**src/rtl/noise_pkg.sv**
```systemverilog
// Shared definitions for the noise pixel classifier: mode encodings and frame FSM states.
package noise_pkg;

    typedef enum logic [1:0] {
        MODE_OFF  = 2'b00,
        MODE_SALT = 2'b01,
        MODE_PEP  = 2'b10,
        MODE_BOTH = 2'b11
    } mode_e;

    typedef enum logic {
        ST_IDLE     = 1'b0,
        ST_IN_FRAME = 1'b1
    } frame_state_e;

    // True when the mode enables salt (bright) detection.
    function automatic logic mode_has_salt(input mode_e m);
        return (m == MODE_SALT) || (m == MODE_BOTH);
    endfunction

    // True when the mode enables pepper (dark) detection.
    function automatic logic mode_has_pep(input mode_e m);
        return (m == MODE_PEP) || (m == MODE_BOTH);
    endfunction

endpackage

```
**src/rtl/noise_pixel_classifier_if.sv**
```systemverilog
// Pixel stream bus: input beat channel (s_*) and classified output channel (m_*).
interface noise_pixel_classifier_if #(
    parameter int PIX_W = 8
);
    logic             s_valid;
    logic             s_ready;
    logic [PIX_W-1:0] s_pix;
    logic             s_sof;
    logic             s_eof;

    logic             m_valid;
    logic             m_ready;
    logic [PIX_W-1:0] m_pix;
    logic             m_salt;
    logic             m_pep;
    logic             m_sof;
    logic             m_eof;

    // Classifier side of the bus.
    modport slave (
        input  s_valid, s_pix, s_sof, s_eof, m_ready,
        output s_ready, m_valid, m_pix, m_salt, m_pep, m_sof, m_eof
    );

    // Environment side: produces input beats, consumes classified beats.
    modport master (
        output s_valid, s_pix, s_sof, s_eof, m_ready,
        input  s_ready, m_valid, m_pix, m_salt, m_pep, m_sof, m_eof
    );
endinterface

```
**src/rtl/noise_sat_counter.sv**
```systemverilog
// Saturating event counter: load a single flag bit, or add the flag, never wrapping.
module noise_sat_counter #(
    parameter int CNT_W = 16
) (
    input  logic             clk,
    input  logic             rst_n,
    input  logic             i_en,
    input  logic             i_load,
    input  logic             i_bit,
    output logic [CNT_W-1:0] o_cnt,
    output logic [CNT_W-1:0] o_next
);
    logic [CNT_W-1:0] r_cnt;
    logic [CNT_W-1:0] w_next;

    // Next value: restart from this beat's flag, or add the flag unless already at full scale.
    always_comb begin
        w_next = r_cnt;
        if (i_load) begin
            w_next    = '0;
            w_next[0] = i_bit;
        end else if (i_bit && (r_cnt != '1)) begin
            w_next = r_cnt + 1'b1;
        end
    end

    // Counter register, updated only on counted beats.
    always_ff @(posedge clk or negedge rst_n) begin
        if (!rst_n) begin
            r_cnt <= '0;
        end else if (i_en) begin
            r_cnt <= w_next;
        end
    end

    assign o_cnt  = r_cnt;
    assign o_next = w_next;
endmodule

```
**src/rtl/noise_pixel_classifier.sv**
```systemverilog
// Salt/pepper pixel classifier: two-stage valid pipeline plus per-frame noise statistics.
module noise_pixel_classifier
    import noise_pkg::*;
#(
    parameter int PIX_W = 8,
    parameter int CNT_W = 16
) (
    input  logic                     clk,
    input  logic                     rst_n,
    input  logic [1:0]               mode,
    input  logic [PIX_W-1:0]         salt_thr,
    input  logic [PIX_W-1:0]         pep_thr,
    noise_pixel_classifier_if.slave  bus,
    output logic                     stat_valid,
    output logic [CNT_W-1:0]         stat_salt,
    output logic [CNT_W-1:0]         stat_pep
);
    mode_e            w_mode;
    logic             w_salt_hit;
    logic             w_pep_hit;
    logic             w_s1_load;
    logic             w_s2_load;
    logic             w_in_xfer;
    logic             w_out_xfer;
    logic             w_cnt_en;
    logic [CNT_W-1:0] w_salt_cnt;
    logic [CNT_W-1:0] w_pep_cnt;
    logic [CNT_W-1:0] w_salt_next;
    logic [CNT_W-1:0] w_pep_next;

    logic             r_s1_valid;
    logic [PIX_W-1:0] r_s1_pix;
    logic             r_s1_salt;
    logic             r_s1_pep;
    logic             r_s1_sof;
    logic             r_s1_eof;

    logic             r_s2_valid;
    logic [PIX_W-1:0] r_s2_pix;
    logic             r_s2_salt;
    logic             r_s2_pep;
    logic             r_s2_sof;
    logic             r_s2_eof;

    frame_state_e     r_state;
    logic             r_stat_valid;
    logic [CNT_W-1:0] r_stat_salt;
    logic [CNT_W-1:0] r_stat_pep;

    assign w_mode     = mode_e'(mode);
    // Salt has priority when thresholds overlap.
    assign w_salt_hit = mode_has_salt(w_mode) && (bus.s_pix >= salt_thr);
    assign w_pep_hit  = mode_has_pep(w_mode) && (bus.s_pix <= pep_thr) && !w_salt_hit;

    // Ready chain depends only on stage occupancy and m_ready, never on s_valid.
    assign w_s2_load  = !r_s2_valid || bus.m_ready;
    assign w_s1_load  = !r_s1_valid || w_s2_load;
    assign bus.s_ready = rst_n && w_s1_load;
    assign w_in_xfer  = bus.s_valid && bus.s_ready;
    assign w_out_xfer = r_s2_valid && bus.m_ready;

    // Stage 1: capture the input beat together with its classification.
    always_ff @(posedge clk or negedge rst_n) begin
        if (!rst_n) begin
            r_s1_valid <= 1'b0;
            r_s1_pix   <= '0;
            r_s1_salt  <= 1'b0;
            r_s1_pep   <= 1'b0;
            r_s1_sof   <= 1'b0;
            r_s1_eof   <= 1'b0;
        end else if (w_s1_load) begin
            r_s1_valid <= w_in_xfer;
            if (w_in_xfer) begin
                r_s1_pix  <= bus.s_pix;
                r_s1_salt <= w_salt_hit;
                r_s1_pep  <= w_pep_hit;
                r_s1_sof  <= bus.s_sof;
                r_s1_eof  <= bus.s_eof;
            end
        end
    end

    // Stage 2: output register, held while the consumer stalls.
    always_ff @(posedge clk or negedge rst_n) begin
        if (!rst_n) begin
            r_s2_valid <= 1'b0;
            r_s2_pix   <= '0;
            r_s2_salt  <= 1'b0;
            r_s2_pep   <= 1'b0;
            r_s2_sof   <= 1'b0;
            r_s2_eof   <= 1'b0;
        end else if (w_s2_load) begin
            r_s2_valid <= r_s1_valid;
            if (r_s1_valid) begin
                r_s2_pix  <= r_s1_pix;
                r_s2_salt <= r_s1_salt;
                r_s2_pep  <= r_s1_pep;
                r_s2_sof  <= r_s1_sof;
                r_s2_eof  <= r_s1_eof;
            end
        end
    end

    assign bus.m_valid = r_s2_valid;
    assign bus.m_pix   = r_s2_pix;
    assign bus.m_salt  = r_s2_salt;
    assign bus.m_pep   = r_s2_pep;
    assign bus.m_sof   = r_s2_sof;
    assign bus.m_eof   = r_s2_eof;

    // A beat is counted when it opens a frame or arrives inside one; sof always restarts counting.
    assign w_cnt_en = w_out_xfer && (r_s2_sof || (r_state == ST_IN_FRAME));

    noise_sat_counter #(.CNT_W(CNT_W)) u_salt_cnt (
        .clk    (clk),
        .rst_n  (rst_n),
        .i_en   (w_cnt_en),
        .i_load (r_s2_sof),
        .i_bit  (r_s2_salt),
        .o_cnt  (w_salt_cnt),
        .o_next (w_salt_next)
    );

    noise_sat_counter #(.CNT_W(CNT_W)) u_pep_cnt (
        .clk    (clk),
        .rst_n  (rst_n),
        .i_en   (w_cnt_en),
        .i_load (r_s2_sof),
        .i_bit  (r_s2_pep),
        .o_cnt  (w_pep_cnt),
        .o_next (w_pep_next)
    );

    // Frame FSM: tracks frame boundaries on output transfers and latches totals at eof.
    // Totals come from the counters' next value so the eof beat itself is included.
    always_ff @(posedge clk or negedge rst_n) begin
        if (!rst_n) begin
            r_state      <= ST_IDLE;
            r_stat_valid <= 1'b0;
            r_stat_salt  <= '0;
            r_stat_pep   <= '0;
        end else begin
            r_stat_valid <= 1'b0;
            if (w_cnt_en) begin
                if (r_s2_eof) begin
                    r_stat_salt  <= w_salt_next;
                    r_stat_pep   <= w_pep_next;
                    r_stat_valid <= 1'b1;
                    r_state      <= ST_IDLE;
                end else begin
                    r_state      <= ST_IN_FRAME;
                end
            end
        end
    end

    assign stat_valid = r_stat_valid;
    assign stat_salt  = r_stat_salt;
    assign stat_pep   = r_stat_pep;

    // Running counts are only observed through their next value at eof.
    logic w_unused;
    assign w_unused = ^{w_salt_cnt, w_pep_cnt};
endmodule

```
**src/flat_wrapper.sv**
```systemverilog
// flat-port wrapper written by rule: the top's interface ports become plain ports
module noise_pixel_classifier_flat import noise_pkg::*;
#(
    parameter int PIX_W = 8,
    parameter int CNT_W = 16
)
  (clk, rst_n, mode, salt_thr, pep_thr, stat_valid, stat_salt, stat_pep, bus_s_valid, bus_s_pix, bus_s_sof, bus_s_eof, bus_m_ready, bus_s_ready, bus_m_valid, bus_m_pix, bus_m_salt, bus_m_pep, bus_m_sof, bus_m_eof);
  noise_pixel_classifier_if #(.PIX_W(PIX_W)) bus_i ();
  input  logic clk;
  input  logic rst_n;
  input  logic [1:0] mode;
  input  logic [PIX_W-1:0] salt_thr;
  input  logic [PIX_W-1:0] pep_thr;
  output logic stat_valid;
  output logic [CNT_W-1:0] stat_salt;
  output logic [CNT_W-1:0] stat_pep;
  input wire logic [$bits(bus_i.s_valid)-1:0] bus_s_valid;
  input wire logic [$bits(bus_i.s_pix)-1:0] bus_s_pix;
  input wire logic [$bits(bus_i.s_sof)-1:0] bus_s_sof;
  input wire logic [$bits(bus_i.s_eof)-1:0] bus_s_eof;
  input wire logic [$bits(bus_i.m_ready)-1:0] bus_m_ready;
  output wire logic [$bits(bus_i.s_ready)-1:0] bus_s_ready;
  output wire logic [$bits(bus_i.m_valid)-1:0] bus_m_valid;
  output wire logic [$bits(bus_i.m_pix)-1:0] bus_m_pix;
  output wire logic [$bits(bus_i.m_salt)-1:0] bus_m_salt;
  output wire logic [$bits(bus_i.m_pep)-1:0] bus_m_pep;
  output wire logic [$bits(bus_i.m_sof)-1:0] bus_m_sof;
  output wire logic [$bits(bus_i.m_eof)-1:0] bus_m_eof;
  assign bus_i.s_valid = bus_s_valid;
  assign bus_i.s_pix = bus_s_pix;
  assign bus_i.s_sof = bus_s_sof;
  assign bus_i.s_eof = bus_s_eof;
  assign bus_i.m_ready = bus_m_ready;
  assign bus_s_ready = bus_i.s_ready;
  assign bus_m_valid = bus_i.m_valid;
  assign bus_m_pix = bus_i.m_pix;
  assign bus_m_salt = bus_i.m_salt;
  assign bus_m_pep = bus_i.m_pep;
  assign bus_m_sof = bus_i.m_sof;
  assign bus_m_eof = bus_i.m_eof;
  noise_pixel_classifier #(.PIX_W(PIX_W), .CNT_W(CNT_W)) u_core (.clk(clk), .rst_n(rst_n), .mode(mode), .salt_thr(salt_thr), .pep_thr(pep_thr), .bus(bus_i), .stat_valid(stat_valid), .stat_salt(stat_salt), .stat_pep(stat_pep));
endmodule
```
**config.mk**
```make
export PLATFORM = sky130hd
export DESIGN_NAME = noise_pixel_classifier_flat
export DESIGN_NICKNAME = d
export VERILOG_FILES = /design/src/rtl/noise_pkg.sv /design/src/rtl/noise_pixel_classifier_if.sv /design/src/rtl/noise_sat_counter.sv /design/src/rtl/noise_pixel_classifier.sv /design/src/flat_wrapper.sv
export SDC_FILE = /design/constraint.sdc
export NUM_CORES = 1
export LEC_CHECK = 0
export ABC_AREA = 1
export CORE_ASPECT_RATIO = 1.25
export CORE_MARGIN = 10
export CORE_UTILIZATION = 58
export DETAILED_ROUTE_END_ITERATION = 16
export PLACE_DENSITY_LB_ADDON = 0.08
export SYNTH_ARGS = -nofsm -noshare
export SYNTH_HDL_FRONTEND = slang
export SYNTH_SLANG_ARGS = --single-unit
```
**constraint.sdc**
```tcl
create_clock -name clk -period 4.2 [get_ports clk]
set_input_delay 0.42 -clock clk [delete_from_list [all_inputs] [get_ports clk]]
set_output_delay 0.42 -clock clk [all_outputs]
set_load 0.03 [all_outputs]
```
### Yosys cells after proc, flatten, opt, wreduce, memory -nomap -nowiden

Index checks and enable logic that the tools add are counted.

| storage, ports and cells | value |
|---|---|
| flip-flop bits (word level) | 92 |
| input port bits | 32 |
| word-level logic and storage cells | 54 |

| operators by class | value |
|---|---|
| add/subtract/negate cells | 2 |
| magnitude comparators | 2 |
| equal/unequal tests | 5 |
| multiplexer cells | 7 |
| reduce and logical (&&, ||, !) cells | 20 |

Operators by type and width:

| kind | number |
|---|---|
| 16-bit two-way mux | 4 |
| 16-bit by 1-bit adder with 16-bit output (second input constant) | 2 |
| 16-bit != test (second input constant) | 2 |
| 1-bit logical AND | 9 |
| 8-bit >= comparator | 1 |
| 8-bit less-or-equal comparator | 1 |
| 2-bit AND reduction | 3 |
| 1-bit logical OR | 5 |
| 2-bit equality test (second input constant) | 2 |
| 1-bit logical NOT | 3 |
| 1-bit two-way mux | 3 |
| 2-bit by 1-bit equality test with 1-bit output (second input constant) | 1 |

### Logic depth before layout (Yosys ltp)

Gate-level depths: netlist of the first run.

| depth | value |
|---|---|
| depth after elaboration | 6 |
| depth in mapped cells | 11 |
| mapped depth without buffers | 11 |

### Modules after synthesis

A second synthesis of the first run with hierarchy kept.

| unflattened totals | value |
|---|---|
| cell total of the unflattened synthesis | 741 |
| area, all modules | 5487.8 um2 |

Modules (own cells, without submodules):

| module | instances | cells an instance | area each (um2) |
|---|---|---|---|
| noise_pixel_classifier | 1 | 311 | 2797.7 |
| noise_sat_counter | 2 | 215 | 1345.0 |

### Worst setup path after synthesis of the first run

OpenSTA, ideal clock, no wires.

| timing path | value |
|---|---|
| path kind | reg2reg |
| start point | register u_core.r_s2_valid, in the netlist u_core.bus.m_valid |
| end point | register u_core.r_s1_eof |
| setup time | 0.125 ns |
| arrival | 1.651 ns |
| required time | 4.075 ns |
| path slack | 2.424 ns |
| stages on the path, launching flop included | 7 |
| path buffers | 1 |
| period minus slack after synthesis | 1.776 ns |
| cell sequence | dfrtp_1 -> nand3_1 -> nand2_1 -> inv_1 -> nand2_1 -> buf_2 -> mux2_2 |

| between the ends | value |
|---|---|
| word-level cells in the longest chain between the ends | 6 |

Ends and longest elaborated chain:

| what | RTL line | RTL |
|---|---|---|
| start, declared | noise_pixel_classifier.sv:38 | `logic r_s2_valid;` |
| start signal, assigned | noise_pixel_classifier.sv:93 | `r_s2_valid <= r_s1_valid;` |
| 1-bit logical NOT | noise_pixel_classifier.sv:56 | `assign w_s2_load = !r_s2_valid \|\| bus.m_ready;` |
| 1-bit logical OR | noise_pixel_classifier.sv:56 |  |
| 1-bit logical OR | noise_pixel_classifier.sv:57 | `assign w_s1_load = !r_s1_valid \|\| w_s2_load;` |
| 1-bit logical AND | noise_pixel_classifier.sv:58 | `assign bus.s_ready = rst_n && w_s1_load;` |
| net bus_s_ready | flat_wrapper.sv:22 | `output wire logic [$bits(bus_i.s_ready)-1:0] bus_s_ready;` |
| 1-bit logical AND | noise_pixel_classifier.sv:59 | `assign w_in_xfer = bus.s_valid && bus.s_ready;` |
| 2-bit AND reduction (no line) | -- |  |
| end signal, assigned | noise_pixel_classifier.sv:78 | `r_s1_eof <= bus.s_eof;` |
| end, declared | noise_pixel_classifier.sv:36 | `logic r_s1_eof;` |

The timed path passes the listed nets, and every way through them passes these cells.
A chain may end at the register's enable or synchronous reset.

### Worst setup path after layout of the first run

| timing path | value |
|---|---|
| start point | register u_core.u_pep_cnt.r_cnt[0], in the netlist u_core.u_pep_cnt.o_cnt[0] |
| end point | register u_core.r_stat_pep[11], in the netlist u_core.stat_pep[11] |

| between the ends | value |
|---|---|
| word-level cells in the longest chain between the ends | 4 |

Ends and longest elaborated chain:

| what | RTL line | RTL |
|---|---|---|
| start, declared | noise_sat_counter.sv:13 | `logic [CNT_W-1:0] r_cnt;` |
| start signal, assigned | noise_sat_counter.sv:32 | `r_cnt <= w_next;` |
| parallel branches: the longest is 2 deep, another holds 16-bit by 1-bit adder with 16-bit output | -- |  |
| 16-bit two-way mux * | noise_sat_counter.sv:22 | `end else if (i_bit && (r_cnt != '1)) begin` |
| 16-bit two-way mux * | noise_sat_counter.sv:19 | `if (i_load) begin` |
| end signal, assigned | noise_pixel_classifier.sv:147 | `r_stat_pep <= w_pep_next;` |
| end, declared | noise_pixel_classifier.sv:48 | `logic [CNT_W-1:0] r_stat_pep;` |

Every way passes the cells marked *.

==> results.md, run 1 <==
- Synth Warn #: 0
- FF-to-FF Start: u_core.u_pep_cnt.o_cnt[0]$_DFFE_PN0P_
- Core box area: 8750 sq um
- CP dominant cell by count: nor2_4
- Setup Buffers After CTS: 0
- Crit end category: flip-flop
- FF-to-FF path depth: 9
- Antenna Nets Post-Route: 0
- Mapped cell area: between 5000 and 6000 sq um
- Number of global-route vias before repair: 4519
- Cts hold-fix bufs: 0
- Avg Inst Size Synth: 7.82 sq um
- Gr usage total: 0.189
- Register area share after synthesis: 0.441
- Outcome: finished clean
- Area fraction of the dominant cell type after synthesis: 0.441
- Drt first pass iters: 5
- Die H: 126 microns
- Headroom to the max-slew limit: 0.313
- # diodes: 0
- Critical path origin: u_core.u_pep_cnt.o_cnt[0]$_DFFE_PN0P_
- CP peak stage delay: 750 ps
- Final setup fails: 0
- Overall power: roughly 2.6 mW
- P_leak: a little over 3 nW
- Fin area: 6250 sq um
- Launching element type of the critical path: flip-flop
- Share of cells above drive strength 1: 0.0947
- Via count: 4566
- Routed len/inst: 14.3 microns
- Synth Area in Adders: 0.0431
- Post-Synth Simple-Gate Area: 0.337
- Synth cell count leaders: 248 x nand2_1, 92 x dfrtp_1, 67 x nand3_1
- CTS Root Cell: clkbuf_8
- Critical path cell sequence: ha_1, inv_1, nor2_4, nand2_4, nor2_4, nor2_2, nand3_1, nand4_1, nand2_1
- Die Wd: 105 microns
- Final Cycle Share: 0.576
- Total congestion overflow: 0
- RSZ-0062 raised after global routing: no
- Number of distinct library cells after synthesis: 29
- Most frequent cell after synthesis: nand2_1
- I/O Pins: 79
- Post_cts resized: 0
- Seq cells post-synth: 92
- Filler instances: between 700 and 800
- P per Cell Area: 412 nW/um^2
- Post-DP HPWL: 8890 microns
- MaxCap Viol Count: 0
- Site Rows: 38
- FF-to-FF End: u_core.stat_pep[11]$_DFFE_PN0P_
- Bufs on Longest Clock Path: 2
- Ys flop type: dfrtp_1
- Fin Setup TNS: 0 ps
- Critical Path End: u_core.stat_pep[11]$_DFFE_PN0P_
- Fmax: 413 MHz
- Post-layout net count: 784
- Synthesis-to-layout area growth: 19.7%
- Drc violations: 0
- Min Tclk post-route: 2420 ps
- Reg2reg setup slack: around 1800 ps
- Worst EP required: 4470 ps
- Largest net degree at the start of global routing: 64
- Worst IR Drop VDD: 0.372 mV
- CTS tree: built
- Clk Latency, worst-skew pair: approximately 380 ps
- Max-slew violations: 0
- Initial antenna violation count: 0
- WL final: 12200 microns
- Pin slew with the least headroom to its limit: 1030 ps
- Avg Vias per Cell: approximately 5.3
- Die Area: about 13000 sq um
- I/O Buffers: 78
- Mapped Nets: 718
- Crit path DAT: 2690 ps
- Async set-or-reset flop fraction in the synthesized netlist: 1.00
- Main combinational cell family by area after synthesis: simple AND/OR/NAND/NOR gates
- Post-synthesis mux area share: 0.0366
- Top cells by area, synth: dfrtp_1 44%, nand2_1 18%, nand3_1 6.4%, ha_1 4.3%, inv_1 4.2%
- Number of DRC markers in iteration 0: 293
- EDFF count, synth: 0
- Initial Util: 0.597
- Dpl cell area: 6030 sq um
- First-pass GRT wire length: 20800 microns
- Worst Hold Class: primary input to asynchronous set/reset pin
- CP Max Fanout: 20
- Clk slew on worst S/H paths: 90 ps
- Final hold vios: 0
- Kind of critical path: flip-flop to flip-flop
- Max stage delay cell, worst path: nor2_2
- Syn Inst Count: 668
- Leading area contributor after synthesis: dfrtp_1
- Clock skew: 8.90 ps
- RePlAce Congestion: 0.836
- Complex-gate fraction of the synthesized area: 0.0548
- CTS buffer count: 9
- CTS Sinks: 92
- H-tree levels: 3
- Post-synthesis xor/xnor area fraction: 0.0151
## stage by stage
stage / util / hold WS [ps] / std cells / worst slack [ps]
final: 0.715 / 22.7 / 859 / 1780
after global routing: 0.715 / 68.0 / 859 / 1610
after CTS: 0.715 / 47.1 / 859 / 1810
after detailed placement: 0.689 / 457 / 843 / 1410
after global placement: 0.689 / 450 / 843 / 1500
after floorplan: - / 124 / 668 / 2420
## metal layers
| layer | track usage | part of all wire | up-vias | wire length, microns |
|---|---|---|---|---|
| li1 | - | - | 2281 | - |
| met1 | 0.216 | 0.41 | 2158 | 5080 |
| met2 | 0.319 | 0.49 | 110 | 6050 |
| met3 | 0.0561 | 0.072 | 17 | 885 |
| met4 | 0.0809 | 0.019 | 0 | 229 |
| met5 | 0 | 0 | - | 0 |
## worst min-delay path by stage
stage / end / slack (ps) / depth (start not counted)
after floorplan: u_core.bus.m_eof$_DFFE_PN0P_ / 120 / 0
after global placement: u_core.u_salt_cnt.o_cnt[6]$_DFFE_PN0P_ / 450 / 1
after detailed placement: u_core.stat_salt[6]$_DFFE_PN0P_ / 460 / 1
after CTS: u_core.u_salt_cnt.o_cnt[9]$_DFFE_PN0P_ / 50 / 1
after global routing: u_core.stat_salt[6]$_DFFE_PN0P_ / 70 / 1
final: u_core.stat_salt[6]$_DFFE_PN0P_ / 20 / 1
## registers in the layout, summed over array words and instances, names as in the netlist
| register | cells |
|---|---|
| u_core.u_pep_cnt.o_cnt | 16 |
| u_core.stat_pep | 16 |
| u_core.bus.m_valid | 1 |
| u_core.bus.m_eof | 1 |
| u_core.stat_salt | 16 |
| u_core.r_s1_valid | 1 |
| u_core.stat_valid | 1 |
| u_core.r_state | 1 |
| u_core.r_s1_eof | 1 |
| u_core.bus.m_sof | 1 |
| u_core.r_s1_pep | 1 |
| u_core.r_s1_pix | 8 |
| u_core.bus.m_salt | 1 |
| u_core.u_salt_cnt.o_cnt | 16 |
| u_core.bus.m_pix | 8 |
| u_core.r_s1_sof | 1 |
| u_core.r_s1_salt | 1 |
| u_core.bus.m_pep | 1 |
## critical path, delay by kind of cell (launching register included)
kind                     cells  cell delay (ps)
buffers and inverters        1              120
adder cells (fa/ha/maj)      1              310
flip-flops                   1              450
AND/OR/NAND/NOR              7             1420
## area by class of cell
cell class	instances	area, sq um	share of cell area
multi-input combinational	489	2540	0.407
clock inverter	3	68.8	0.0110
sequential	92	2300	0.368
clock buffer	13	159	0.0254
tap	120	150	0.0240
inverter	61	229	0.0366
timing repair buffer	81	801	0.128
## cell usage in the layout, fill, tap and decap left out, types with 12 or more instances in the layout
master	synthesis	routed
o21ai_1	12	12
a21oi_1	12	12
mux2_2	17	17
nand3_1	67	67
inv_1	59	59
dfrtp_1	92	92
nand4_1	30	30
nor2_1	36	36
ha_1	18	18
clkdlybuf4s50_1	0	77
nand2_1	248	248
## power by group
part,internal [mW],switching [mW]
sequential,1.00,0.105
combinational,0.286,0.504
clock,0.369,0.307
## kinds of logic (layout without fill, tap and decap cells)
| group | after synthesis | after routing |
|---|---|---|
| compound gates | 43 | 43 |
| xor+xnor | 9 | 9 |
| fa+ha+maj | 18 | 18 |
| buf+inv | 87 | 158 |
| flops | 92 | 92 |
| mux | 17 | 17 |
| simple gates | 402 | 402 |
Power figures use the tool's default switching activity.
==> inputs of run 2 (changes only) <==
--- a/config.mk
+++ b/config.mk
@@ -8,7 +8,7 @@
 export ABC_AREA = 1
 export CORE_ASPECT_RATIO = 1.25
 export CORE_MARGIN = 10
-export CORE_UTILIZATION = 58
+export CORE_UTILIZATION = 55
 export DETAILED_ROUTE_END_ITERATION = 16
 export PLACE_DENSITY_LB_ADDON = 0.08
 export SYNTH_ARGS = -nofsm -noshare
==> constraint.sdc (replaced) <==
create_clock -name clk -period 2.4 [get_ports clk]
set_input_delay 0.24 -clock clk [delete_from_list [all_inputs] [get_ports clk]]
set_output_delay 0.24 -clock clk [all_outputs]
set_load 0.03 [all_outputs]
==> results.md, run 2 (same netlist as run 1, synthesis figures left out) <==
- Commonest non-fill, non-tap cell in the layout: nand2_1
- Filler instances: 761
- Drc violations: 0
- Fin Setup TNS: 0 ps
- GR Util met2: 0.315
- Gr busiest metal: met2
- I/O Buffers: 78
- Final setup fails: 0
- First-pass GRT wire length: 21400 microns
- Synthesis-to-layout area growth: 22.7%
- Launching element type of the critical path: primary input
- Antenna Nets Post-Route: 0
- Bufs on Longest Clock Path: 2
- Post-layout net count: 792
- GR Util met3: 0.0569
- MaxCap Viol Count: 0
- CTS buffer count: 9
- Crit path DAT: 1740 ps
- Via count: between 4000 and 5000
- Total congestion overflow: 0
- Reg2reg setup slack: between 400 and 500 ps
- Clk slew on worst S/H paths: ~70 ps
- Final hold vios: 0
- P per Cell Area: 751 nW/um^2
- RSZ-0062 raised after global routing: no
- Drt first pass iters: 5
- Pin slew with the least headroom to its limit: 708 ps
- P_leak: 3.11 nW
- CTS Sinks: 92
- Clk Latency, worst-skew pair: between 300 and 400 ps
- Headroom to the max-slew limit: 0.528
- Critical path cell sequence: dlygate4sd3_1, buf_4, nand2_1, inv_1, clkdlybuf4s50_1
- Gr usage total: 0.188
- Most frequent cells in the layout: 248 x nand2_1, 92 x dfrtp_1, 77 x clkdlybuf4s50_1
- Setup Buffers After CTS: 0
- Fmax: between 500 and 600 MHz
- Critical path origin: rst_n
- RePlAce Congestion: approximately 0.92
- CTS tree: built
- Site Rows: 39
- H-tree levels: 3
- Core box area: 9220 sq um
- Die H: roughly 130 microns
- CP peak stage delay: 670 ps
- Initial Util: 0.567
- Number of global-route vias before repair: 4650
- Routed len/inst: 14.5 microns
- I/O Pins: 79
- # diodes: 0
- Worst Hold Class: primary input to asynchronous set/reset pin
- Min Tclk post-route: 1980 ps
- Post-DP HPWL: 9190 microns
- FF-to-FF End: u_core.u_salt_cnt.o_cnt[8]$_DFFE_PN0P_
- WL final: between 10000 and 15000 microns
- Kind of critical path: primary input to output port
- Max stage delay cell, worst path: clkdlybuf4s50_1
- Final Cycle Share: 0.824
- Die Wd: 107 microns
- Initial antenna violation count: 0
- Die Area: 13800 sq um
- FF-to-FF Start: u_core.u_salt_cnt.o_cnt[0]$_DFFE_PN0P_
- Util after Layout: 0.695
- Worst EP required: ~2200 ps
- Met1 usage: 0.222
- FF-to-FF path depth: 9
- Largest net degree at the start of global routing: 57
- Max-slew violations: 0
- Critical Path End: bus_s_ready
- Number of DRC markers in iteration 0: 260
- Clock skew: 8.22 ps
- CP Max Fanout: 5
- Crit end category: output port
- Outcome: finished clean
- CTS Root Cell: clkbuf_16
- Avg Vias per Cell: 5.35
- Worst IR Drop VDD: between 0.5 and 0.6 mV
- Share of cells above drive strength 1: 0.104
## run 2: cell count changes in the layout (fill, tap and decap cells not counted), sizes merged
cell / change
inv: +1
clkbuf: -2
buf: +7
bufinv: -1
clkinvlp: +1
dlygate4sd3: +1
clkinv: +1
## run 2: through the flow
stage	power [mW]	std cells	hold slack [ps]	setup WS, ps	area (sq um)
after floorplan	2.88	668	-55.6	624	5230
after global placement	3.37	853	51.2	290	6100
after detailed placement	3.41	853	50.8	188	6100
after CTS	4.86	870	245	176	6410
after global routing	5.08	870	272	305	6410
final	4.82	870	244	422	6410
## run 2: critical path: cells and delay by family
kind	cells	cell delay (ps)
buffers and inverters	4	1430
and+or+nand+nor	1	60
## run 2: where the power goes
| part | switching [mW] | internal, mW | total, mW |
|---|---|---|---|
| Sequential | 0.183 | 1.76 | 1.94 |
| Combinational | 0.905 | 0.536 | 1.44 |
| Clock | 0.597 | 0.840 | 1.44 |
## run 2: layer usage
| metal | routed length, microns | vias up |
|---|---|---|
| li1 | - | 2306 |
| met1 | 5340 | 2201 |
| met2 | 6090 | 134 |
| met3 | 928 | 15 |
| met4 | 222 | 0 |
| met5 | 0 | - |
## run 2: cell type report
cell class,count,area (sq um),share of cell area
Clock buffer,11,243,0.0378
Clock inverter,5,60.1,0.00936
Inverter,61,229,0.0357
Multi-Input combinational cell,489,2550,0.398
Sequential cell,92,2300,0.359
Tap cell,123,154,0.0240
Timing Repair Buffer,89,876,0.137
## run 2: how the worst min path moves through the flow
stage | end | slack, ps | cells after the start
global route | u_core.r_s1_valid$_DFFE_PN0N_ | 270 | 2
floorplan | u_core.bus.m_eof$_DFFE_PN0P_ | -60 | 0
detailed placement | u_core.r_s1_valid$_DFFE_PN0N_ | 50 | 1
global placement | u_core.bus.m_valid$_DFFE_PN0P_ | 50 | 1
CTS | u_core.r_s1_valid$_DFFE_PN0N_ | 240 | 2
finish | u_core.r_s1_valid$_DFFE_PN0N_ | 240 | 2
## run 2: repair_timing
action,4_1_cts,5_1_grt
resized for setup,0,1
hold buffers,1,0
hold endpoints to repair,2,0
endpoints found under the setup margin,0,4
==> inputs of run 3 (changes only) <==
==> constraint.sdc (replaced) <==
create_clock -name clk -period 2.1 [get_ports clk]
set_input_delay 0.21 -clock clk [delete_from_list [all_inputs] [get_ports clk]]
set_output_delay 0.21 -clock clk [all_outputs]
set_load 0.03 [all_outputs]
==> results.md, run 3 (same netlist as run 1, synthesis figures left out) <==
- Final hold vios: 0
- Net Sw Power: 1.92 mW
- CTS Sinks: 92
- Drc violations: 0
- Commonest non-fill, non-tap cell in the layout: nand2_1
- Dpl cell area: ~6100 sq um
- Via count: 4636
- Min Tclk post-route: 1930 ps
- Core box area: 9220 sq um
- Total congestion overflow: 0
- RePlAce Congestion: 0.895
- Crit end category: output port
- Pin slew with the least headroom to its limit: 655 ps
- Initial Util: 0.567
- CTS buffer count: 9
- CTS Root Cell: clkbuf_16
- Overall power: 5.74 mW
- Most frequent cells in the layout: 248 x nand2_1, 92 x dfrtp_1, 77 x clkdlybuf4s50_1
- Clock skew: 7.20 ps
- # diodes: 0
- H-tree levels: 3
- Antenna Nets Post-Route: 0
- Launching element type of the critical path: primary input
- Combinational share of power: 0.296
- Post-DP HPWL: 9280 microns
- P per Cell Area: slightly below 900 nW/um^2
- Die Wd: 107 microns
- Headroom to the max-slew limit: 0.564
- Number of global-route vias before repair: between 4000 and 5000
- Placed cells: between 800 and 900
- Critical path cell sequence: dlygate4sd3_1, buf_4, nand2_1, inv_1, clkdlybuf4s50_1
- Crit path DAT: 1720 ps
- Initial antenna violation count: 0
- Clock power frac: 0.319
- WL final: ~13000 microns
- CP Max Fanout: 7
- Final setup fails: 0
- Worst IR Drop VDD: between 0.7 and 0.8 mV
- Hold_ws: 217 ps
- First-pass GRT wire length: 21700 microns
- Kind of critical path: primary input to output port
- Largest net degree at the start of global routing: 53
- CP peak stage delay: 680 ps
- Final Cycle Share: 0.919
- Sequential Power Share: 0.385
- I/O Buffers: 78
- Filler instances: 744
- Fmax: 518 MHz
- Number of DRC markers in iteration 0: 284
- Fin area: 6490 sq um
- Post-layout net count: between 700 and 800
- Max-slew violations: 0
- Worst Hold Class: primary input to asynchronous set/reset pin
- Bufs on Longest Clock Path: 2
- Share of cells above drive strength 1: 0.109
- Clk slew on worst S/H paths: roughly 60 ps
- Drt first pass iters: 7
- Site Rows: 39
- Die H: between 100 and 150 microns
- Avg Vias per Cell: 5.30
- P_leak: 3.15 nW
- Die Area: roughly 14000 sq um
- P_int: between 3 and 4 mW
- CTS tree: built
- I/O Pins: 79
- FF-to-FF path depth: 10
- Max stage delay cell, worst path: clkdlybuf4s50_1
- Clk Latency, worst-skew pair: 350 ps
- Worst EP required: 1890 ps
- Routed len/inst: 14.6 microns
- RSZ-0062 raised after global routing: no
- Net Sw Frac: 0.335
- Synthesis-to-layout area growth: 24.1%
- Gr usage total: 0.191
- MaxCap Viol Count: 0
- Outcome: finished clean
- Setup Buffers After CTS: 0
- Post-route insts no fill: between 800 and 900
run 3: metal layers:
metal | wire length [microns] | part of all wire | GRT usage | vias up
met1 | 5420 | 0.42 | 0.227 | 2180
met2 | 6290 | 0.49 | 0.317 | 126
met4 | 180 | 0.014 | 0.0670 | 0
met5 | 0 | 0 | 0 | -
li1 | - | - | - | 2316
met3 | 908 | 0.071 | 0.0619 | 14
run 3: path summary, 6_finish.rpt:
check / start / end / slack [ps]
max in group asynchronous: rst_n / u_core.stat_pep[1]$_DFFE_PN0P_ / 1030
setup reg to reg: u_core.u_salt_cnt.o_cnt[1]$_DFFE_PN0P_ / u_core.u_salt_cnt.o_cnt[2]$_DFFE_PN0P_ / 190
min in group clk: mode[0] / u_core.r_s1_salt$_DFFE_PN0P_ / 470
hold reg to reg: u_core.stat_salt[7]$_DFFE_PN0P_ / u_core.stat_salt[7]$_DFFE_PN0P_ / 480
setup / recovery: rst_n / bus_s_ready / 170
hold / removal: rst_n / u_core.stat_salt[7]$_DFFE_PN0P_ / 220
run 3: area by class of cell:
| type | count | area (sq um) | share of cell area |
|---|---|---|---|
| Clock inverter | 4 | 98.8 | 0.0152 |
| Clock buffer | 11 | 233 | 0.0359 |
| Sequential cell | 92 | 2300 | 0.355 |
| Multi-Input combinational cell | 489 | 2550 | 0.393 |
| Timing Repair Buffer | 95 | 921 | 0.142 |
| Inverter | 61 | 229 | 0.0353 |
| Tap cell | 123 | 154 | 0.0237 |
run 3: power groups by stage:
stage / combinational [mW] / sequential (mW) / clock [mW]
after floorplan: 0.812 / 2.48 / 0
after global routing: 1.86 / 2.24 / 1.92
final: 1.70 / 2.21 / 1.83
after global placement: 1.66 / 2.23 / 0
after CTS: 1.72 / 2.21 / 1.84
after detailed placement: 1.70 / 2.24 / 0
run 3: worst max-delay path, delay by kind of cell:
kind                   cells  cell delay, ps
AND/OR/NAND/NOR            1              60
buffers and inverters      4            1440
run 3: what timing repair did:
action,in CTS,in global routing
resized for setup,1,0
hold buffers,1,0
setup endpoints to repair,4,0
endpoints found under the hold margin,4,0
run 3: through the flow:
step	TNS (ps)	setup slack, ps	util
finish	0	170	0.703
global route	0	35.9	0.703
CTS	0	150	0.703
detailed placement	-19.3	-13.1	0.666
global placement	0	96.9	0.666
floorplan	0	324	-
